[src/rtl/bcd_convert_sched_if.sv]
// Request/acknowledge and result bundle for the shared binary-to-BCD engine.
// The requester side drives req/val; the engine drives acks and the result.
interface bcd_convert_sched_if #(
  parameter int WIDTH = 14
);
  logic             req0;
  logic [WIDTH-1:0] val0;
  logic             req1;
  logic [WIDTH-1:0] val1;
  logic             ack0;
  logic             ack1;
  logic             busy;
  logic             done;
  logic             done_id;
  logic [15:0]      bcd;
  logic             ovf;

  modport master (
    output req0, val0, req1, val1,
    input  ack0, ack1, busy, done, done_id, bcd, ovf
  );

  modport slave (
    input  req0, val0, req1, val1,
    output ack0, ack1, busy, done, done_id, bcd, ovf
  );
endinterface

[src/rtl/bcd_convert_sched.sv]
// Round-robin shared converter: 14-bit binary to 4-digit BCD by repeated
// subtraction of 1000, 100 and 10, one subtraction per clock.
module bcd_convert_sched #(
  parameter int WIDTH  = 14,
  parameter int MAXVAL = 9999
) (
  input  logic               clk,
  input  logic               rst,
  bcd_convert_sched_if.slave bus
);
  typedef enum logic [1:0] {IDLE, SUB, DONE} state_t;

  state_t           state, state_next;
  logic             ptr;
  logic [WIDTH-1:0] work;
  logic [1:0]       idx;
  logic [3:0]       cnt;
  logic [3:0]       dig3, dig2;
  logic             id;
  logic             ovf_stage;
  logic [15:0]      bcd_q;
  logic             id_q;
  logic             ovf_q;

  logic             grant0, grant1, take, last_digit;
  logic [WIDTH-1:0] sel_val, clamped, divisor;

  // NOTE: every signal gets a default at the top of always_comb so no path
  // leaves it unassigned, which would otherwise infer a latch.
  always_comb begin
    // With both requesting, the one that was not served last wins.
    grant0     = bus.req0 && (!bus.req1 || ptr);
    grant1     = bus.req1 && (!bus.req0 || !ptr);
    take       = (state == IDLE) && !rst && (grant0 || grant1);
    sel_val    = grant1 ? bus.val1 : bus.val0;
    clamped    = (sel_val > WIDTH'(MAXVAL)) ? WIDTH'(MAXVAL) : sel_val;
    case (idx)
      2'd3:    divisor = WIDTH'(1000);
      2'd2:    divisor = WIDTH'(100);
      default: divisor = WIDTH'(10);
    endcase
    last_digit = (state == SUB) && (work < divisor) && (idx == 2'd1);
  end

  always_comb begin
    state_next = state;
    case (state)
      IDLE:    if (take) state_next = SUB;
      SUB:     if (last_digit) state_next = DONE;
      DONE:    state_next = IDLE;
      default: state_next = IDLE;
    endcase
  end

  // NOTE: registers are updated with non-blocking assignments so every flop
  // samples the pre-edge value of its neighbours, independent of block order.
  always_ff @(posedge clk or posedge rst) begin
    if (rst) state <= IDLE;
    else     state <= state_next;
  end

  always_ff @(posedge clk or posedge rst) begin
    if (rst) begin
      ptr       <= 1'b1;
      work      <= '0;
      idx       <= '0;
      cnt       <= '0;
      dig3      <= '0;
      dig2      <= '0;
      id        <= 1'b0;
      ovf_stage <= 1'b0;
      bcd_q     <= '0;
      id_q      <= 1'b0;
      ovf_q     <= 1'b0;
    end else begin
      case (state)
        IDLE: if (take) begin
          work      <= clamped;
          ovf_stage <= (sel_val > WIDTH'(MAXVAL));
          idx       <= 2'd3;
          cnt       <= '0;
          id        <= grant1;
          ptr       <= grant1;
        end
        SUB: if (work >= divisor) begin
          work <= work - divisor;
          cnt  <= cnt + 4'd1;
        end else begin
          cnt <= '0;
          idx <= idx - 2'd1;
          case (idx)
            2'd3: dig3 <= cnt;
            2'd2: dig2 <= cnt;
            default: begin
              // Remainder is below 10 here, so it is the ones digit directly.
              bcd_q <= {dig3, dig2, cnt, work[3:0]};
              id_q  <= id;
              ovf_q <= ovf_stage;
            end
          endcase
        end
        default: ;
      endcase
    end
  end

  assign bus.ack0    = take && grant0;
  assign bus.ack1    = take && grant1;
  assign bus.busy    = (state != IDLE);
  assign bus.done    = (state == DONE);
  assign bus.done_id = id_q;
  assign bus.bcd     = bcd_q;
  assign bus.ovf     = ovf_q;
endmodule
[src/flat_wrapper.sv]
// flat-port wrapper written by rule: the top's interface ports become plain ports
module bcd_convert_sched_flat 
#(
  parameter int WIDTH  = 14,
  parameter int MAXVAL = 9999
)
  (clk, rst, bus_req0, bus_val0, bus_req1, bus_val1, bus_ack0, bus_ack1, bus_busy, bus_done, bus_done_id, bus_bcd, bus_ovf);
  bcd_convert_sched_if #(.WIDTH(WIDTH)) bus_i ();
  input  logic clk;
  input  logic rst;
  input wire logic [$bits(bus_i.req0)-1:0] bus_req0;
  input wire logic [$bits(bus_i.val0)-1:0] bus_val0;
  input wire logic [$bits(bus_i.req1)-1:0] bus_req1;
  input wire logic [$bits(bus_i.val1)-1:0] bus_val1;
  output wire logic [$bits(bus_i.ack0)-1:0] bus_ack0;
  output wire logic [$bits(bus_i.ack1)-1:0] bus_ack1;
  output wire logic [$bits(bus_i.busy)-1:0] bus_busy;
  output wire logic [$bits(bus_i.done)-1:0] bus_done;
  output wire logic [$bits(bus_i.done_id)-1:0] bus_done_id;
  output wire logic [$bits(bus_i.bcd)-1:0] bus_bcd;
  output wire logic [$bits(bus_i.ovf)-1:0] bus_ovf;
  assign bus_i.req0 = bus_req0;
  assign bus_i.val0 = bus_val0;
  assign bus_i.req1 = bus_req1;
  assign bus_i.val1 = bus_val1;
  assign bus_ack0 = bus_i.ack0;
  assign bus_ack1 = bus_i.ack1;
  assign bus_busy = bus_i.busy;
  assign bus_done = bus_i.done;
  assign bus_done_id = bus_i.done_id;
  assign bus_bcd = bus_i.bcd;
  assign bus_ovf = bus_i.ovf;
  bcd_convert_sched #(.WIDTH(WIDTH), .MAXVAL(MAXVAL)) u_core (.clk(clk), .rst(rst), .bus(bus_i));
endmodule
[config.mk]
export PLATFORM = sky130hd
export DESIGN_NAME = bcd_convert_sched_flat
export DESIGN_NICKNAME = d
export VERILOG_FILES = /design/src/rtl/bcd_convert_sched_if.sv /design/src/rtl/bcd_convert_sched.sv /design/src/flat_wrapper.sv
export SDC_FILE = /design/constraint.sdc
export NUM_CORES = 1
export LEC_CHECK = 0
export ABC_AREA = 1
export ABC_CLOCK_PERIOD_IN_PS = 7300
export CAP_MARGIN = 0
export CORE_MARGIN = 8
export CORE_UTILIZATION = 50
export CTS_BUF_LIST = sky130_fd_sc_hd__clkbuf_16
export DETAILED_ROUTE_END_ITERATION = 8
export PLACE_DENSITY = 0.81
export SETUP_SLACK_MARGIN = 0.05
export SLEW_MARGIN = 20
export SYNTH_ARGS = -nofsm -noshare
export SYNTH_HDL_FRONTEND = slang
export SYNTH_SLANG_ARGS = --single-unit
export TNS_END_PERCENT = 10
[constraint.sdc]
create_clock -name clk -period 7.3 [get_ports clk]
set_clock_uncertainty 0.15 [all_clocks]
set_input_delay 2.19 -clock clk [delete_from_list [all_inputs] [get_ports clk]]
set_output_delay 2.19 -clock clk [all_outputs]
set_load 0.03 [all_outputs]
==> key figures, run 1 <==
Outcome
  • Status: completed

Pwr
  • Switch Pwr: 0.000871 W
  • Worst vdd ir: 0.000221 V
  • Internal: 0.000969 W
  • Combinational power share: 0.582
  • Clk network pwr share: 0.145
  • Leakage: 2.00 nW
  • Switching power share of the total: 0.473
  • Share of power burned in registers: 0.272
  • Power per cell area: 476 nW/um^2

Yosys
  • Synth unique cells: 34
  • YS warnings: 0
  • Area contributors post-synth: dfrtp_1, nand2_1, nand3_1
  • Post-synthesis sequential area ratio: 0.405
  • Mapped Avg Cell Area: 7.44 um^2
  • Syn Inst Count: 424
  • Synth async-reset ratio: 1.00
  • Post-synth top area cell: dfrtp_1
  • Flops & latches, synth: 51
  • EDFF count, synth: 0
  • Syn_nets: 468
  • Post-synth top area share: 0.397
  • Primary FF master, synth: dfrtp_1
  • Netlist Area Pre-Place: 3150 um^2

Clock network
  • CTS clk-pin slew, worst paths: 70 ps
  • Clk root buf: clkbuf_16
  • Post-CTS setup buffer count: 0
  • CTS Hold Bufs: 0
  • Total CTS buffers: 5
  • Clock net sink count: 51
  • H-tree levels: 2
  • Post-CTS resize count: 0
  • Max clock buf depth: 2
  • Worst-Skew Late Latency: 290 ps
  • CTS tree: yes

Setup path
  • Crit-path leading delay family: buffers and inverters
  • Crit path cell chain: clkdlybuf4s50_1 -> o21ai_1 -> nor2_1 -> clkdlybuf4s50_1
  • Critical path fanouts, max: 9
  • Most used cell, CP: clkdlybuf4s50_1
  • Data required, critical path: 4960 ps
  • WP buf/inv: 2
  • CP Class: input pin to output port
  • Crit path DAT: 4140 ps
  • Max incr delay on CP: 640 ps
  • CP startpoint kind: input pin
  • Setup crit end kind: output port
  • Crit-path slowest cell: clkdlybuf4s50_1

Timing
  • RSZ-0062 raised after global routing: false
  • Hold slack: 321 ps
  • Worst-margin pin slew: 879 ps
  • Post-route minimum period: 6480 ps
  • Setup Viol. Count Final: 0
  • Final hold viol count: 0
  • Setup_tns: 0 ps
  • Crit share post-route: 0.888
  • Max Slew Vio Count: 0
  • Slew margin rel.: 0.413
  • Fmax achieved: 154 MHz

Worst hold path
  • Worst min path class: register to register

Detailed routing
  • Post-route DRC: 0
  • Post-route ant nets: 0
  • Vias: 2846
  • Wire length per cell: 13.5 um
  • 1st-pass router iterations: 4
  • Wire length after detailed routing: 7.43 mm
  • Via-per-instance ratio: 5.17
  • Iter 0 DRT Violations: 216

Layout
  • Finished Layout Cells: 551
  • Fin nets: 517
  • Fill count: 567
  • Ant. Diodes: 0
  • Share of cells above drive strength 1: 0.0907
  • Area growth syn-to-layout: 22.6%

Place
  • Port bufs: 53
  • RePlAce Congestion: 0.854
  • Hpwl dp: 5.55 mm
  • Dpl cells: 543

Floorplan
  • Core area: 6240 um^2
  • Die width: 95.4 um
  • Die Height: 95.4 um
  • I/O Pins: 54
  • Die area: 9110 um^2
  • FP Rows: 29
  • Initial core utilization: 0.505

Global route
  • Grt total ovfl: 0
  • GRT Util Overall: 0.176
  • Largest net degree at the start of global routing: 52
  • Vias in the first global route: 2845
  • Initial antenna violation count: 0
  • Global-route wire length before repair: 12.9 mm

Job
  • Max cap viols: 0
-- cell usage after synthesis, drive strengths merged, types with 3 or more instances --
cell type,instances
nor2,28
nand4,3
buf,9
o21ai,28
ha,11
dfrtp,50
mux2i,3
a21oi,7
nand2,169
nand3,54
clkbuf,3
inv,44
-- routing by layer --
layer | vias to the layer above | GRT usage | wire, um
met2 | 85 | 0.300 | 3610
li1 | 1444 | - | -
met5 | - | 0 | 0
met1 | 1309 | 0.215 | 3240
met3 | 8 | 0.0417 | 485
met4 | 0 | 0.0499 | 102
-- layout make-up --
type	instances	area, um^2	share of cell area
Multi-Input combinational cell	317	1620	0.419
Sequential cell	51	1280	0.330
Timing Repair Buffer	54	538	0.139
Inverter	44	166	0.0430
Clock buffer	5	125	0.0323
Tap cell	77	96.3	0.0249
Clock inverter	3	42.5	0.0110
-- flip-flops by register name, summed over array words and instances (netlist names) --
name / cells
u_core.bus.bcd: 16
u_core.ptr: 1
u_core.dig3: 4
u_core.state: 2
u_core.cnt: 4
u_core.bus.done_id: 1
u_core.work: 14
u_core.idx: 2
u_core.id: 1
u_core.bus.ovf: 1
u_core.dig2: 4
u_core.ovf_stage: 1
-- final timing paths --
path,start,end,slack [ps],cells past startpoint
worst max-delay path,bus_req1,bus_ack1,820,4
worst min-delay path,u_core.bus.ovf$_DFFE_PP0P_,u_core.bus.ovf$_DFFE_PP0P_,320,2
worst max register to register,u_core.idx[0]$_DFFE_PP0P_,u_core.bus.bcd[5]$_DFFE_PP0P_,4190,15
worst min register to register,u_core.bus.ovf$_DFFE_PP0P_,u_core.bus.ovf$_DFFE_PP0P_,320,2
max in group asynchronous,rst,u_core.bus.bcd[14]$_DFFE_PP0P_,4210,2
min in group asynchronous,rst,u_core.id$_DFFE_PP0P_,2270,2
-- power by group through the flow --
stage	Clock, W	Combinational, W	Sequential, W
after floorplan	0	0.000742	0.000565
after global placement	0	0.00103	0.000497
after detailed placement	0	0.00105	0.000504
after CTS	0.000269	0.00107	0.000501
after global routing	0.000283	0.00121	0.000519
final	0.000268	0.00107	0.000501
-- placed cells by master (no fill, tap or decap), types with 2 or more instances in the layout --
| cell type | instances |
|---|---|
| dfrtp_1 | 50 |
| ha_1 | 11 |
| nor2_4 | 2 |
| nand2_4 | 3 |
| nand3_2 | 3 |
| clkdlybuf4s50_1 | 53 |
| o21ai_0 | 19 |
| nand3_1 | 50 |
| inv_1 | 41 |
| inv_2 | 3 |
| nand4_1 | 3 |
| nand2_2 | 10 |
| nand2_1 | 156 |
| mux2i_1 | 3 |
| or2_2 | 2 |
| o22ai_1 | 2 |
| o21ai_2 | 8 |
| nor2_1 | 25 |
| xor2_1 | 2 |
| clkbuf_16 | 5 |
| xnor2_1 | 2 |
| a21oi_1 | 7 |
-- cells by family after synthesis --
family / after synthesis / synth area share
flip-flops: 51 / 0.405
multiplexers: 3 / 0.00952
AO/OA/AOI/OAI: 40 / 0.0762
AND/OR/NAND/NOR: 258 / 0.368
adder cells (fa/ha/maj): 12 / 0.0500
buffers and inverters: 56 / 0.0805
XOR/XNOR: 4 / 0.0111
-- per-stage QoR --
| stage | utilization | instance area, um^2 | worst slack (ps) | total power [W] |
|---|---|---|---|---|
| 3_3_place_gp | 0.593 | 3700 | 966 | 0.00152 |
| 6_report | 0.620 | 3870 | 821 | 0.00184 |
| 2_1_floorplan | - | 3150 | 1880 | 0.00131 |
| 4_1_cts | 0.620 | 3870 | 835 | 0.00184 |
| 5_1_grt | 0.620 | 3870 | 681 | 0.00201 |
| 3_5_place_dp | 0.593 | 3700 | 844 | 0.00156 |
-- worst register-to-register path, cell delays in order (launching register included) --
cell and delay, ps:
dfrtp_1 410, inv_1 100, ha_1 280, nor2_4 380, ha_1 270, inv_1 50, nand3_1 90, nand3_1 110
nand2_1 90, nand2_2 90, nand3_2 110, nand3_4 130, nor2_8 230, nand2_4 240, nand2_1 190, o21ai_2 80
Note: power is estimated with default switching activity, not from simulation.
==> run 2: changes to the inputs <==
Settings changed: SKIP_LAST_GASP from default to 1.
==> results of run 2 <==
No change in the layout: final DEF, timing and power equal those of run 1.
==> run 3: changes to the inputs <==
Settings changed: ABC_AREA 1 to 0.
==> key figures, run 3 <==
Outcome
  • Status: completed

Clock network
  • Clock net sink count: 51
  • H-tree levels: 2
  • Worst-Skew Late Latency: 290 ps
  • Clk root buf: clkbuf_16
  • Max clock buf depth: 2
  • Total CTS buffers: 5
  • Post-CTS setup buffer count: 0
  • CTS Hold Bufs: 0
  • CTS clk-pin slew, worst paths: 70 ps
  • CTS tree: yes
  • Post-CTS resize count: 0

Timing
  • Post-route minimum period: 6400 ps
  • Worst-margin pin slew: 913 ps
  • Setup Viol. Count Final: 0
  • Final hold viol count: 0
  • RSZ-0062 raised after global routing: false
  • Max Slew Vio Count: 0
  • Fmax achieved: 156 MHz
  • Slew margin rel.: 0.391
  • Setup_tns: 0 ps
  • Crit share post-route: 0.876
  • Hold slack: 336 ps

Yosys
  • Syn Inst Count: 312
  • Post-synth top area cell: dfrtp_1
  • Synth unique cells: 62
  • Primary FF master, synth: dfrtp_1
  • Post-synthesis sequential area ratio: 0.419
  • EDFF count, synth: 0
  • Synth cell count leaders: dfrtp_1, nand2_1, o21ai_0, mux2_2, nor2_1
  • Flops & latches, synth: 51
  • Synth async-reset ratio: 1.00
  • Area contributors post-synth: dfrtp_1, mux2_2, ha_1
  • Count leader, synth: dfrtp_1
  • YS warnings: 0
  • Netlist Area Pre-Place: 3050 um^2
  • Post-synth top area share: 0.410
  • Syn_nets: 356
  • Mapped Avg Cell Area: 9.77 um^2

Global route
  • Grt total ovfl: 0
  • Global-route wire length before repair: 12.5 mm
  • Vias in the first global route: 2553
  • Initial antenna violation count: 0
  • GRT Util Overall: 0.176
  • Largest net degree at the start of global routing: 52

Detailed routing
  • Wire length per cell: 17.1 um
  • Via-per-instance ratio: 5.74
  • Post-route DRC: 0
  • Wire length after detailed routing: 7.47 mm
  • Post-route ant nets: 0
  • 1st-pass router iterations: 4
  • Vias: 2503
  • Iter 0 DRT Violations: 202

Floorplan
  • Die Height: 94.1 um
  • Die area: 8850 um^2
  • I/O Pins: 54
  • Die width: 94.1 um
  • Core area: 5920 um^2
  • Initial core utilization: 0.515
  • FP Rows: 28

Setup path
  • Data required, critical path: 4960 ps
  • Critical path fanouts, max: 9
  • Setup crit end kind: output port
  • CP startpoint kind: input pin
  • CP Class: input pin to output port
  • Crit path DAT: 4060 ps

Job
  • Max cap viols: 0

Layout
  • Area growth syn-to-layout: 24.3%
  • Ant. Diodes: 0
  • Most frequent cells in the layout: clkdlybuf4s50_1, dfrtp_1, nand2_1, o21ai_0, mux2_2
  • Max FFs per register: 16
  • Area of the multi-input gates: 1650 um^2
  • Commonest non-fill, non-tap cell in the layout: clkdlybuf4s50_1
  • Fill count: 480
  • Fin nets: 404
  • Share of cells above drive strength 1: 0.127
  • Register Area: 1280 um^2

Pwr
  • Worst vdd ir: 0.000270 V
  • Final Power: 0.00191 W
  • Leakage: 1.64 nW
  • Power per cell area: 504 nW/um^2

Place
  • Hpwl dp: 5.79 mm
  • RePlAce Congestion: 0.875
  • Port bufs: 53

Worst hold path
  • Worst min path class: register to register
-- run 3: cell types whose count changed after synthesis, sizes merged, moves of 4 or more --
cell,previous run,this run
nand2,169,33
nor4,0,6
a31oi,0,4
inv,44,14
o21ai,28,24
nor2,28,17
clkbuf,3,10
nand2b,0,4
nor2b,0,4
mux2,0,31
nand3,54,9
nor3,1,10
-- run 3: path summary, 6_finish.rpt --
path / startpoint / end / slack, ps / cells after the start
setup reg to reg: u_core.idx[0]$_DFFE_PP0P_ / u_core.dig3[0]$_DFFE_PP0P_ / 3310 / 10
min in group asynchronous: rst / u_core.id$_DFFE_PP0P_ / 2270 / 2
hold / removal: u_core.bus.bcd[15]$_DFFE_PP0P_ / u_core.bus.bcd[15]$_DFFE_PP0P_ / 340 / 1
max in group asynchronous: rst / u_core.bus.bcd[0]$_DFFE_PP0P_ / 4200 / 2
hold reg to reg: u_core.bus.bcd[15]$_DFFE_PP0P_ / u_core.bus.bcd[15]$_DFFE_PP0P_ / 340 / 1
setup / recovery: bus_req1 / bus_ack1 / 900 / 4
-- run 3: final cells by class --
| cell class | count | area share |
|---|---|---|
| Sequential cell | 51 | 0.337 |
| Inverter | 14 | 0.0142 |
| Clock buffer | 5 | 0.0330 |
| Clock inverter | 3 | 0.00759 |
| Timing Repair Buffer | 57 | 0.148 |
| Multi-Input combinational cell | 231 | 0.436 |
| Tap cell | 75 | 0.0248 |
-- run 3: kinds of logic after synthesis --
kind of cell    count (synthesis)  share of synthesized area
buf+inv                        30                     0.0410
flops                          51                      0.419
xor+xnor                        4                     0.0115
mux                            34                      0.124
simple gates                  103                      0.175
compound gates                 78                      0.177
fa+ha+maj                      12                     0.0517
-- run 3: metal layers --
metal / global-route usage / routed length [um] / part of all wire
met5: 0 / 0 / 0
met4: 0.0462 / 116 / 0.016
met3: 0.0264 / 257 / 0.034
met2: 0.317 / 3910 / 0.52
met1: 0.211 / 3190 / 0.43
-- run 3: power by group --
part           internal, W  switching (W)
clock network     0.000131       0.000111
logic             0.000520       0.000626
registers         0.000419       0.000106
total              0.00107       0.000843
-- run 3: critical path, stage by stage --
cell	delay [ps]
clkdlybuf4s50_1	510
a21bo_2	310
nor3_1	300
clkdlybuf4s50_1	750
-- run 3: metrics by stage --
stage	worst slack, ps	instance area [um^2]	utilization	std cells
2_1_floorplan	1620	3050	-	312
3_3_place_gp	965	3640	0.614	428
3_5_place_dp	896	3640	0.614	428
4_1_cts	900	3790	0.640	436
5_1_grt	774	3790	0.640	436
6_report	902	3790	0.640	436
